File: src/rtl/gumnut_alu_sequencer_pkg.sv
// Shared definitions for the Gumnut ALU sequencer: opcode prefixes, IR field
// positions, FSM states and the instruction-class decoder.
package gumnut_alu_sequencer_pkg;

  localparam int unsigned IR_W   = 18;
  localparam int unsigned DATA_W = 8;
  localparam int unsigned ADDR_W = 3;

  localparam logic [2:0] OP_SHIFT = 3'b110;
  localparam logic [3:0] OP_REG   = 4'b1110;

  localparam int unsigned RD_LSB = 11;
  localparam int unsigned RS_LSB = 8;
  localparam int unsigned R2_LSB = 5;

  typedef enum logic [1:0] {
    ST_IDLE = 2'd0,
    ST_READ = 2'd1,
    ST_EXEC = 2'd2,
    ST_WB   = 2'd3
  } state_e;

  typedef enum logic [1:0] {
    CLS_IMM,
    CLS_SHIFT,
    CLS_REG,
    CLS_ILLEGAL
  } instr_class_e;

  function automatic instr_class_e classify(input logic [IR_W-1:0] ir);
    if (!ir[17])                   return CLS_IMM;
    else if (ir[17:15] == OP_SHIFT) return CLS_SHIFT;
    else if (ir[17:14] == OP_REG)   return CLS_REG;
    else                            return CLS_ILLEGAL;
  endfunction

  function automatic logic [ADDR_W-1:0] rd_of(input logic [IR_W-1:0] ir);
    return ir[RD_LSB +: ADDR_W];
  endfunction

  function automatic logic [ADDR_W-1:0] rs_of(input logic [IR_W-1:0] ir);
    return ir[RS_LSB +: ADDR_W];
  endfunction

  function automatic logic [ADDR_W-1:0] r2_of(input logic [IR_W-1:0] ir);
    return ir[R2_LSB +: ADDR_W];
  endfunction

endpackage

File: src/rtl/gumnut_regfile.sv
// 8x8 general-purpose register file: two combinational read ports, one
// synchronous write port, r0 hardwired to zero. GUMNUT_SEQ_DBG_EN adds a debug read port.
module gumnut_regfile
  import gumnut_alu_sequencer_pkg::*;
(
  input  logic              clk,
  input  logic              rst_n,
  input  logic [ADDR_W-1:0] ra_addr_i,
  output logic [DATA_W-1:0] ra_data_o,
  input  logic [ADDR_W-1:0] rb_addr_i,
  output logic [DATA_W-1:0] rb_data_o,
  input  logic              we_i,
  input  logic [ADDR_W-1:0] wa_i,
  input  logic [DATA_W-1:0] wd_i
`ifdef GUMNUT_SEQ_DBG_EN
  ,
  input  logic [ADDR_W-1:0] dbg_addr_i,
  output logic [DATA_W-1:0] dbg_data_o
`endif
);

  logic [DATA_W-1:0] regs_q [8];

  // NOTE: the storage is cleared by reset because a mid-instruction reset must
  // leave every register reading zero; this forces flops rather than a RAM macro.
  always_ff @(posedge clk) begin
    if (!rst_n) begin
      for (int i = 0; i < 8; i++) regs_q[i] <= '0;
    end else if (we_i && (wa_i != '0)) begin
      regs_q[wa_i] <= wd_i;
    end
  end

  assign ra_data_o = (ra_addr_i == '0) ? '0 : regs_q[ra_addr_i];
  assign rb_data_o = (rb_addr_i == '0) ? '0 : regs_q[rb_addr_i];

`ifdef GUMNUT_SEQ_DBG_EN
  assign dbg_data_o = (dbg_addr_i == '0) ? '0 : regs_q[dbg_addr_i];
`endif

endmodule

File: src/rtl/gumnut_alu_sequencer.sv
// Multicycle sequencer driving an external Gumnut ALU: IDLE -> READ -> EXEC -> WB.
// Optional GUMNUT_SEQ_DBG_EN adds a combinational register readback port.
module gumnut_alu_sequencer
  import gumnut_alu_sequencer_pkg::*;
#(
  parameter int unsigned EXEC_WAIT = 0
) (
  input  logic        clk,
  input  logic        rst_n,
  input  logic        instr_valid,
  output logic        instr_ready,
  input  logic [17:0] instr,
  output logic [7:0]  GPR_rs,
  output logic [7:0]  GPR_r2,
  output logic [17:0] IR,
  input  logic [7:0]  ALU_result,
  input  logic [7:0]  ALU_shift_result,
  output logic        done,
  output logic        illegal,
  output logic [7:0]  wb_data,
  output logic        zero_flag
`ifdef GUMNUT_SEQ_DBG_EN
  ,
  input  logic [2:0]  dbg_addr,
  output logic [7:0]  dbg_data
`endif
);

  localparam logic [2:0] WAIT_CNT = 3'(EXEC_WAIT);

  state_e            state_q, state_d;
  logic [2:0]        cnt_q, cnt_d;
  logic [IR_W-1:0]   ir_q, ir_d;
  logic [DATA_W-1:0] rs_q, rs_d;
  logic [DATA_W-1:0] r2_q, r2_d;
  logic [DATA_W-1:0] wb_q, wb_d;
  logic              z_q, z_d;

  logic [DATA_W-1:0] rf_a_data, rf_b_data;
  instr_class_e      cls;
  logic              rf_we;

  assign cls   = classify(ir_q);
  assign rf_we = (state_q == ST_WB) && (cls != CLS_ILLEGAL);

  gumnut_regfile u_regfile (
    .clk       (clk),
    .rst_n     (rst_n),
    .ra_addr_i (rs_of(ir_q)),
    .ra_data_o (rf_a_data),
    .rb_addr_i (r2_of(ir_q)),
    .rb_data_o (rf_b_data),
    .we_i      (rf_we),
    .wa_i      (rd_of(ir_q)),
    .wd_i      (wb_q)
`ifdef GUMNUT_SEQ_DBG_EN
    ,
    .dbg_addr_i(dbg_addr),
    .dbg_data_o(dbg_data)
`endif
  );

  // NOTE: state registers use non-blocking assignments so every flop samples
  // the pre-edge value of every other flop, independent of statement order.
  always_ff @(posedge clk) begin
    if (!rst_n) begin
      state_q <= ST_IDLE;
      cnt_q   <= '0;
      ir_q    <= '0;
      rs_q    <= '0;
      r2_q    <= '0;
      wb_q    <= '0;
      z_q     <= 1'b0;
    end else begin
      state_q <= state_d;
      cnt_q   <= cnt_d;
      ir_q    <= ir_d;
      rs_q    <= rs_d;
      r2_q    <= r2_d;
      wb_q    <= wb_d;
      z_q     <= z_d;
    end
  end

  // NOTE: every next-state variable is defaulted to its current value first,
  // so no path through the case statement can infer a latch.
  always_comb begin
    state_d = state_q;
    cnt_d   = cnt_q;
    ir_d    = ir_q;
    rs_d    = rs_q;
    r2_d    = r2_q;
    wb_d    = wb_q;
    z_d     = z_q;

    unique case (state_q)
      ST_IDLE: begin
        // The word is captured at the accept edge, so later instr changes are ignored.
        if (instr_valid) begin
          ir_d    = instr;
          state_d = ST_READ;
        end
      end
      ST_READ: begin
        rs_d    = rf_a_data;
        r2_d    = (cls == CLS_REG) ? rf_b_data : '0;
        cnt_d   = WAIT_CNT;
        state_d = ST_EXEC;
      end
      ST_EXEC: begin
        if (cnt_q == '0) begin
          wb_d    = (cls == CLS_SHIFT) ? ALU_shift_result : ALU_result;
          state_d = ST_WB;
        end else begin
          cnt_d = cnt_q - 3'd1;
        end
      end
      ST_WB: begin
        if (cls != CLS_ILLEGAL) z_d = (wb_q == '0);
        state_d = ST_IDLE;
      end
      default: state_d = ST_IDLE;
    endcase
  end

  assign instr_ready = (state_q == ST_IDLE);
  assign done        = (state_q == ST_WB);
  assign illegal     = (state_q == ST_WB) && (cls == CLS_ILLEGAL);
  assign GPR_rs      = rs_q;
  assign GPR_r2      = r2_q;
  assign IR          = ir_q;
  assign wb_data     = wb_q;
  assign zero_flag   = z_q;

endmodule
File: config.mk
export PLATFORM = sky130hd
export DESIGN_NAME = gumnut_alu_sequencer
export DESIGN_NICKNAME = d
export VERILOG_FILES = /design/src/rtl/gumnut_alu_sequencer_pkg.sv /design/src/rtl/gumnut_regfile.sv /design/src/rtl/gumnut_alu_sequencer.sv
export SDC_FILE = /design/constraint.sdc
export NUM_CORES = 1
export LEC_CHECK = 0
export ABC_CLOCK_PERIOD_IN_PS = 2850
export CORE_ASPECT_RATIO = 0.75
export CORE_MARGIN = 4
export CORE_UTILIZATION = 40
export CTS_CLUSTER_DIAMETER = 40
export CTS_CLUSTER_SIZE = 14
export DETAILED_ROUTE_END_ITERATION = 16
export PLACE_DENSITY = 0.61
export SYNTH_ARGS = -nofsm -noshare
export SYNTH_HDL_FRONTEND = slang
export SYNTH_SLANG_ARGS = --single-unit
File: constraint.sdc
create_clock -name clk -period 2.85 [get_ports clk]
set_clock_uncertainty 0.1 [all_clocks]
set_input_delay 0.57 -clock clk [delete_from_list [all_inputs] [get_ports clk]]
set_output_delay 0.57 -clock clk [all_outputs]
set_load 0.005 [all_outputs]
==> run summary <==
Lkg Pwr = 2.560 nW
multiplexer share of the synthesized area = 16.92%
dpl cell area = 6511 µm²
Final Non-Filler Cells = 719
Critical Path Fanout Max = 4
most common cell in the netlist = edfxtp_1
post-place setup slack = 0.2662 ns
Syn Std Cell Area = 5450 µm²
std cell rows = 36
Hold Buf Count CTS = 0
H-tree depth = 4
post-route setup slack = 0.3891 ns
Worst EP arrival = 1.79 ns
Starting Density = 41.44%
largest cells by area after synthesis = edfxtp_1 (35%), dfxtp_1 (20%), and2_1 (6.7%)
crit-path cells = ha_1 > nor3b_1 > clkdlybuf4s50_1
RSZ-0062 raised after global routing = no
CTS max path bufs = 2
Post-synth top cells = edfxtp_1 (64), and2_1 (58), dfxtp_1 (54)
number of failing hold endpoints at the final stage = 0
worst min-delay path category = reg -> reg
drt via density = 5.255
Top FF cell, synth = edfxtp_1
FF-to-FF path depth = 4
Placer Congestion = 0.8088
Final Total Pwr = 5.569 mW
via count = 3778
area leader, netlist = edfxtp_1
Power Density = 784.2 nW/µm²
Detail Placement HPWL = 9986 µm
Setup Viol. Count Final = 0
layout cell share with drive strength beyond 1 = 13.32%
Critical Path Sink = illegal
hold path start = IR[4]
Die W = 142.8 µm
worst skew pair latency = 0.41 ns
Tcrit/Tclk final = 86.35%
placed insts = 687
initial antenna violation count = 0
largest family of logic cells by synthesized area = multiplexers
Post-Synth Adder-Cell Area = 1.377%
Compound-Gate Fraction of Synth Area = 8.540%
reg2reg start = IR[16]
n_diodes = 0
number of global-route vias before repair = 3733
CP Capture Type = output port
Max Cap Viol = 0
Crit Path Class = reg -> out
yosys warns = 0
Max transition margin = 51.83%
Post CTS Setup Buffer Count = 0
Synth Area in XOR/XNOR = 0%
CP max-delay cell = clkdlybuf4s50_1
# port buffers = 82
Remaining DRCs = 0
Routed Antenna Nets = 0
post-route minimum period = 2.461 ns
status = finished, final reports clean
Least-Margin Pin Slew = 0.7211 ns
gr ovfl total = 0
Num CTS Buffers = 17
CTS Root Buffer Type = clkbuf_16
Die Y = 109.1 µm
wirelength, routed = 13420 µm
Synth top area share = 35.26%
first-pass GRT wire length = 21410 µm
number of enable flip-flop cells after synthesis = 64
die footprint = 15580 µm²
final net count = 578
Critical Path RT = 2.18 ns
gr usage total = 18.34%
CP peak stage delay = 0.54 ns
1st-iter DRT viols = 312
hold_ws = 0.3578 ns
gate count after technology mapping = 433
IO Pins = 83
layout overhead on the synthesized area = 30.30%
fmax = 406.4 MHz
CP startpoint = state_q[1]
Yosys reg bits = 118
TritonRoute pass-1 iters = 4
ys async rst share = 0%
flop-to-flop setup slack = 0.81 ns
Yosys cell types = 40
Core Region = 13150 µm²
setup TNS = 0 ns
sequential area share after synthesis = 55.10%
clock-pin slew on the worst setup and hold paths = 0.06 ns
average size of a mapped cell = 12.59 µm²
Worst Setup Start Kind = register
worst r2r dst = u_regfile.regs_q[6][1]
Final Util = 54.00%
Resized cells post-CTS = 0
CTS tree = built
Synth Area in Simple Gates = 15.04%
post-route cell area = 7102 µm²
average wire per standard cell = 18.66 µm
Pins Over Slew Limit = 0
VDD IR max = 0.5627 mV
clock sink total = 118
largest net degree at the start of global routing = 49
==> sequential cells by signal (all words and copies together) (netlist names), named ones only <==
name	flops
IR	18
GPR_r2	8
wb_data	8
zero_flag	1
cnt_q	3
u_regfile.regs_q	64
state_q	2
GPR_rs	8
==> layout make-up <==
type,instances,area [µm²]
sequential,118,3003
clock buffer,20,436.7
inverter,7,26.28
timing repair buffer,100,955.9
fill,1122,6051
clock inverter,12,153.9
tap,171,214.0
multi-input combinational,291,2312
==> cells in the final DEF, fill, tap and decap left out, types with 2 or more instances in the layout <==
cell and count:
edfxtp_1 64, a22oi_1 8, a22o_1 8, mux2_2 8
inv_1 6, clkinv_2 2, buf_4 18, clkbuf_16 17
nand3_1 3, nor4_2 3, bufinv_16 3, clkinv_1 2
nor4_1 2, nor2_1 14, nand3b_1 3, clkinv_4 3
conb_1 8, a211oi_1 8, nor3_1 3, clkdlybuf4s50_1 82
o21ai_0 4, mux4_1 11, dfxtp_1 54, nand2_1 40
clkbuf_1 3, a21oi_1 31, mux4_2 13, nand2b_1 15
mux2i_1 25, nor2b_1 3, clkinvlp_4 2, o211ai_1 9
and2_1 58, ha_1 6
==> routing by layer <==
metal / vias up / part of all wire [%] / global-route usage (%)
li1: 1804 / - / -
met1: 1854 / 51 / 28.48
met2: 116 / 42 / 25.30
met3: 4 / 6.9 / 4.954
met4: 0 / 0.44 / 4.274
met5: - / 0 / 0
==> worst max-delay path, delay by kind of cell (launching register included) <==
family / cells / cell delay (ns)
buffers and inverters: 1 / 0.54
flip-flops: 1 / 0.39
AND/OR/NAND/NOR: 1 / 0.23
adder cells (fa/ha/maj): 1 / 0.22
==> worst min path at each step <==
stage                     to  slack, ns  cells past startpoint
finish                 IR[4]       0.36                      2
global route           IR[3]       0.39                      2
CTS                    IR[4]       0.36                      2
detailed placement     IR[4]       0.35                      2
global placement       IR[0]       0.34                      2
floorplan           cnt_q[0]       0.35                      2
==> power breakdown <==
| part | internal (mW) | switching, mW |
|---|---|---|
| Combinational | 0.658 | 0.579 |
| Sequential | 1.98 | 0.238 |
| Clock | 1.37 | 0.744 |
==> cells by family after synthesis <==
group | count (synthesis)
flip-flops | 118
AO/OA/AOI/OAI | 72
AND/OR/NAND/NOR | 148
other | 1
multiplexers | 57
adder cells (fa/ha/maj) | 6
buffers and inverters | 31
No activity file was read; power rests on OpenSTA's default activity.
